## config.mk

```make
export PLATFORM = sky130hd
export DESIGN_NAME = clock_set_controller
export DESIGN_NICKNAME = d
export VERILOG_FILES = /design/src/rtl/clock_set_controller.sv
export SDC_FILE = /design/constraint.sdc
export NUM_CORES = 1
export LEC_CHECK = 0
export CAP_MARGIN = 0
export CORE_ASPECT_RATIO = 1.2
export CORE_UTILIZATION = 30
export DETAILED_ROUTE_END_ITERATION = 8
export HOLD_SLACK_MARGIN = 0.03
export PLACE_DENSITY = 0.68
export SLEW_MARGIN = 5
export SYNTH_ARGS = -nofsm -noshare
export SYNTH_HDL_FRONTEND = slang
export SYNTH_SLANG_ARGS = --single-unit
```

## constraint.sdc

```tcl
create_clock -name CP -period 2.05 [get_ports CP]
set_input_delay 0.3075 -clock CP [delete_from_list [all_inputs] [get_ports CP]]
set_output_delay 0.3075 -clock CP [all_outputs]
set_load 0.05 [all_outputs]
```

## src/rtl/clock_set_controller.sv

```systemverilog
// Sequencer for the clock-calendar counters: cascades the 1 Hz tick in RUN and
// routes debounced key presses to a single field while a SET mode pauses time.
module clock_set_controller #(
    parameter logic [7:0]  SEC_LAST  = 8'h59,
    parameter logic [7:0]  MIN_LAST  = 8'h59,
    parameter logic [7:0]  HOUR_LAST = 8'h23,
    parameter int unsigned TIMEOUT_S = 30
) (
    input  logic       CP,
    input  logic       RSTn,
    input  logic       tick_1hz,
    input  logic       key_mode,
    input  logic       key_inc,
    input  logic [7:0] sec_bcd,
    input  logic [7:0] min_bcd,
    input  logic [7:0] hour_bcd,
    output logic       sec_en,
    output logic       min_en,
    output logic       hour_en,
    output logic       day_en,
    output logic [1:0] mode,
    output logic       field_blank
);

    typedef enum logic [1:0] {
        RUN      = 2'b00,
        SET_HOUR = 2'b01,
        SET_MIN  = 2'b10,
        SET_SEC  = 2'b11
    } mode_e;

    localparam logic [7:0] TIMEOUT_V = 8'(TIMEOUT_S);
    localparam bit         TIMEOUT_ON = (TIMEOUT_S != 0);

    mode_e      mode_q;
    logic [7:0] idle_q;
    logic       blank_q;
    logic       sec_en_q;
    logic       min_en_q;
    logic       hour_en_q;
    logic       day_en_q;

    always_ff @(posedge CP or negedge RSTn) begin
        if (!RSTn) begin
            mode_q    <= RUN;
            idle_q    <= 8'd0;
            blank_q   <= 1'b0;
            sec_en_q  <= 1'b0;
            min_en_q  <= 1'b0;
            hour_en_q <= 1'b0;
            day_en_q  <= 1'b0;
        end else begin
            sec_en_q  <= 1'b0;
            min_en_q  <= 1'b0;
            hour_en_q <= 1'b0;
            day_en_q  <= 1'b0;

            if (mode_q == RUN) begin
                idle_q  <= 8'd0;
                blank_q <= 1'b0;
                if (tick_1hz) begin
                    sec_en_q <= 1'b1;
                    if (sec_bcd == SEC_LAST) begin
                        min_en_q <= 1'b1;
                        if (min_bcd == MIN_LAST) begin
                            hour_en_q <= 1'b1;
                            if (hour_bcd == HOUR_LAST) begin
                                day_en_q <= 1'b1;
                            end
                        end
                    end
                end
                if (key_mode) begin
                    mode_q <= SET_HOUR;
                end
            // A matured idle count returns to RUN ahead of any key seen that cycle.
            end else if (TIMEOUT_ON && idle_q == TIMEOUT_V) begin
                mode_q  <= RUN;
                idle_q  <= 8'd0;
                blank_q <= 1'b0;
            end else if (key_mode) begin
                mode_q  <= mode_e'(mode_q + 2'd1);
                idle_q  <= 8'd0;
                blank_q <= 1'b0;
            end else if (key_inc) begin
                idle_q  <= 8'd0;
                blank_q <= 1'b0;
                case (mode_q)
                    SET_HOUR: hour_en_q <= 1'b1;
                    SET_MIN:  min_en_q  <= 1'b1;
                    default:  sec_en_q  <= 1'b1;
                endcase
            end else if (tick_1hz) begin
                blank_q <= ~blank_q;
                if (idle_q != 8'hFF) begin
                    idle_q <= idle_q + 8'd1;
                end
            end
        end
    end

    assign sec_en      = sec_en_q;
    assign min_en      = min_en_q;
    assign hour_en     = hour_en_q;
    assign day_en      = day_en_q;
    assign mode        = mode_q;
    assign field_blank = blank_q;

endmodule
```

Yosys cells after proc, flatten, opt, wreduce, memory -nomap -nowiden
Cells that the tools add are included.
{"block": "op_classes", "muxes": 41, "n_reduce_logical": 7, "add_sub_neg": 2, "n_eq_ne": 8, "bitwise": 1}
{"operator": "two-way mux 8 bit", "n": 6}
{"operator": "two-way mux 1 bit", "n": 31}
{"operator": "equality test 8 x 7 -> 1 bit (second input constant)", "n": 2}
{"operator": "nonzero test 5 bit", "n": 2}
{"operator": "adder 8 x 1 -> 8 bit (second input constant)", "n": 1}
{"operator": "equality test 8 x 5 -> 1 bit (second input constant)", "n": 1}
{"operator": "equality test 8 x 6 -> 1 bit (second input constant)", "n": 1}
{"operator": "two-way mux 2 bit", "n": 4}
{"operator": "!= test 8 bit (second input constant)", "n": 1}
{"operator": "AND reduction 2 bit", "n": 2}
{"operator": "adder 2 x 1 -> 2 bit (second input constant)", "n": 1}
{"operator": "equality test 2 x 1 -> 1 bit (second input constant)", "n": 1}
{"operator": "equality test 2 bit (second input constant)", "n": 1}
{"operator": "logical NOT 2 bit", "n": 1}
{"operator": "!= test 2 bit (second input constant)", "n": 1}
{"operator": "nonzero test 2 bit", "n": 1}
{"operator": "OR reduction 2 bit", "n": 1}
{"operator": "inverter 1 bit", "n": 1}
{"block": "totals", "reg_bits": 15, "out_inout_bits": 7, "in_bits": 29}

Depth between registers and ports, before layout
Gate-level depths: netlist of run 1.
{"block": "logic_depth", "depth_word": 7, "mapped_depth": 6}

Worst setup path before layout of run 1
OpenSTA, ideal clock, no wires.
{"block": "synth_path", "path_kind": "register to register", "from": "reg mode_q[0] (netlist: mode[0])", "to": "reg idle_q[6]", "synth_period_minus_slack_ns": 1.901, "required_time_ns": 1.962, "arrival_ns": 1.813, "setup_time_ns": 0.088, "path_slack_ns": 0.149, "stages_incl_launch_ff": 6, "n_path_buf": 0, "cell_sequence": "dfrtp_1 inv_1 ha_1 nor2_1 o211ai_4 nor3b_1"}
{"block": "synth_between", "elab_chain_cells": 3, "word_cells_on_any_way": 5, "classes_between": "mux: 1; reduce/logical: 4"}
{"element": "start, declared", "line": "35", "rtl": "mode_e mode_q;"}
{"element": "start signal, assigned", "line": "82", "rtl": "mode_q <= mode_e'(mode_q + 2'd1);"}
{"element": "logical NOT 2 bit *", "line": "58", "rtl": "if (mode_q == RUN) begin"}
{"element": "nonzero test 5 bit (no line)"}
{"element": "AND reduction 2 bit (no line)"}
{"element": "end signal, assigned", "line": "96", "rtl": "idle_q <= idle_q + 8'd1;"}
{"element": "end, declared", "line": "36", "rtl": "logic [7:0] idle_q;"}
Mark *: on every way between the ends. The rest lies on a longest branch, timed or not.
A chain may end at the register's enable or synchronous reset.

Worst setup path after layout of run 1
{"block": "layout_path", "from": "reg mode_q[0] (netlist: mode[0])", "to": "out mode[0]"}
{"element": "end, declared", "line": "21", "rtl": "output logic [1:0] mode,"}
No word-level cell between the ends.

==> results.toml, run 1 <==
[clocking]
clockBufferDepth = 2
cts_buffers = 3
postCtsHoldBufs = 0
clk_latency_ns = 0.29
cts_sinks = 15
cts_resized = 0
h-tree-depth = 1
clkTransAtPathRegs_ns = 0.10
cts-root-buf = "clkbuf_4"
cts_tree = "done"
cts_setup_buffers = 0

[timing]
finalHoldViolations = 0
fin_setup_tns_ns = 0
maxSlewViolCount = 0
slew_headroom_pct = 52.03
rsz0062_at_grt = "no"
min_period_ns = 1.899
setup_viol = 0
skew_ns = 0.009238
fin_crit_sh_pct = 92.62
max_freq_ghz = 0.5267
tightest_slew_ns = 0.7173

[power_and_ir_drop]
cellLeakagePower_nw = 0.5435
power_density_mw_per_mm2 = 748.3
irDropWorstVdd_mv = 0.8022
finalPower_w = 0.001022

[route]
remaining_drc_errors = 0
wire_per_inst_um = 14.07
wirelength_um = 2406
drtIter0Drc = 17
ant_nets = 0
drt_pass1_iterations = 4
vias = 937
vias_per_cell = 5.480

[logic_synthesis]
synth_compound_area_share_pct = 20.11
synth.most_common_cell = "dfrtp_1"
ys_async_sr_fraction_pct = 100.0
synth_warnings = 0
post_synth_fa_ha_maj_area_fraction_pct = 6.570
synth.distinct_cells = 31
synth-xor-area-share_pct = 0.9198
synth-simple-area-share_pct = 23.13
synthTopCellsByArea = "dfrtp_1, ha_1, inv_1, nor4bb_1, nand4_1"
synthesis.nets = 132
syn_area_per_cell_um2 = 9.716
synth.mux.area_fraction_pct = 3.154
ys_seq_area_share_pct = 39.42
yosys.area.top_type = "dfrtp_1"
synth_top_family_by_area = "simple AND/OR/NAND/NOR gates"
netlist_instances = 98
synth_seq_cells = 15
synth_top_area_share_pct = 39.42
synth_common_cells = "dfrtp_1, inv_1, nand2_1, nand4_1"
synth_edf_count = 0
synth_ff_type = "dfrtp_1"
synth_area_um2 = 952.2

[placement]
gp_congestion = 0.8341
place_inst = 167
portBuffers = 35
dp_hpwl_um = 1880

[cells_and_area]
multi_input_area_um2 = 513.0
diodes = 0
instances_no_fill = 171
final_nets = 170
seq_area_um2 = 375.4
area_growth_pct = 43.50
drive_gt1_share_pct = 8.148
fillCellCount = 322

[job]
drv_cap = 0

[worst_setup_path]
crit_path_end = "mode[0]"
r2r_setup_slack_ns = 0.18
rr_startpoint = "idle_q[0]"
path_cells = "clkdlybuf4s50_1"
worst-setup-path-type = "reg -> out"
ff2ff_path_depth = 5
reg2reg_to = "mode[0]"
cp.buffers_inverters = 1
cp-startpoint = "mode[0]"
crit_cells = 1
critical-path-slowest-cell = "clkdlybuf4s50_1"
end_kind = "output port"
critical_path_arrival_ns = 1.59
crit_fanout = 5
critPathTopFamily = "buffers and inverters"
required_ns = 1.74
slowest_delay_ns = 0.84
start_kind = "flop"

[floorplan]
dieArea_mm2 = 0.003404
start_util_pct = 31.45
pin_count = 36
die_w_um = 53.43
core_mm2 = 0.003028
num_rows = 22
die_y_um = 63.72

[run_status]
status = "completed"

[hold_path]
hold_class = "in -> async"

[grt]
grt_remaining_overflow = 0
grt_antenna_before_repair = 0
grt_pass1_vias = 1034
grt_pass1_wl_um = 4360
track_usage_pct = 16.80
grt_max_degree = 16
-- logic make-up after synthesis --
family                   count (synthesis)
flip-flops                              15
multiplexers                             3
adder cells (fa/ha/maj)                  5
XOR/XNOR                                 1
AO/OA/AOI/OAI                           23
buffers and inverters                   15
AND/OR/NAND/NOR                         36
-- layout by cell type (no fill, tap or decap), types with 2 or more instances in the layout --
master           Yosys  layout
a211oi_1             4       4
a31oi_1              3       3
buf_4                0       2
clkbuf_4             0       3
clkdlybuf4s50_1      0      35
dfrtp_1             15      15
ha_1                 5       5
inv_1               11      11
mux2i_1              3       3
nand2_1              6       6
nand3_1              2       2
nand4_1              6       6
nor2_1               5       5
nor3_1               3       3
nor3b_1              2       2
nor4_1               3       3
nor4bb_1             4       4
o2111ai_1            3       3
o21ai_0              5       5
o22a_1               2       2
-- registers in the layout (all words and copies together), names as in the netlist --
name / count
sec_en: 1
field_blank: 1
mode: 2
hour_en: 1
day_en: 1
idle_q: 8
min_en: 1
-- stage by stage --
stage	instance area [um2]	hold slack, ns	util [%]	worst slack (ns)
3_3_place_gp	1340	0.5368	44.26	0.2772
4_1_cts	1366	0.4635	45.12	0.1471
6_report	1366	0.4350	45.12	0.1513
5_1_grt	1366	0.4703	45.12	0.04245
2_1_floorplan	952.2	0.01191	-	0.1492
3_5_place_dp	1340	0.5440	44.26	0.2063
-- report_power, final --
group	switching [W]	internal [W]
logic	0.000273	0.000201
clock network	0.000101	0.0000756
registers	0.0000374	0.000334
total	0.000411	0.000611
-- worst min-delay path by stage --
stage,startpoint,endpoint,slack [ns],cells past startpoint
CTS,RSTn,mode[1],0.46,1
global placement,field_blank,field_blank,0.54,2
global route,RSTn,mode[1],0.47,1
finish,RSTn,mode[1],0.43,1
detailed placement,field_blank,field_blank,0.54,2
floorplan,RSTn,day_en,0.01,0
-- metal layers --
metal	global-route usage, %	wire, um
met5	0	0
met4	5.592	17
met3	3.382	131
met2	30.78	1335
met1	18.18	921
-- area by class of cell --
class	count	share of cell area, %
Sequential cell	15	27.47
Timing Repair Buffer	37	26.74
Multi-Input combinational cell	68	37.55
Inverter	11	3.022
Tap cell	36	3.297
Clock buffer	4	1.923
Note: power is estimated with default switching activity, not from simulation.
==> run 2: changes to the inputs <==
- GPL_ROUTABILITY_DRIVEN: not set -> 1
==> results of run 2 <==
No change in the layout: final DEF, timing and power equal those of run 1.
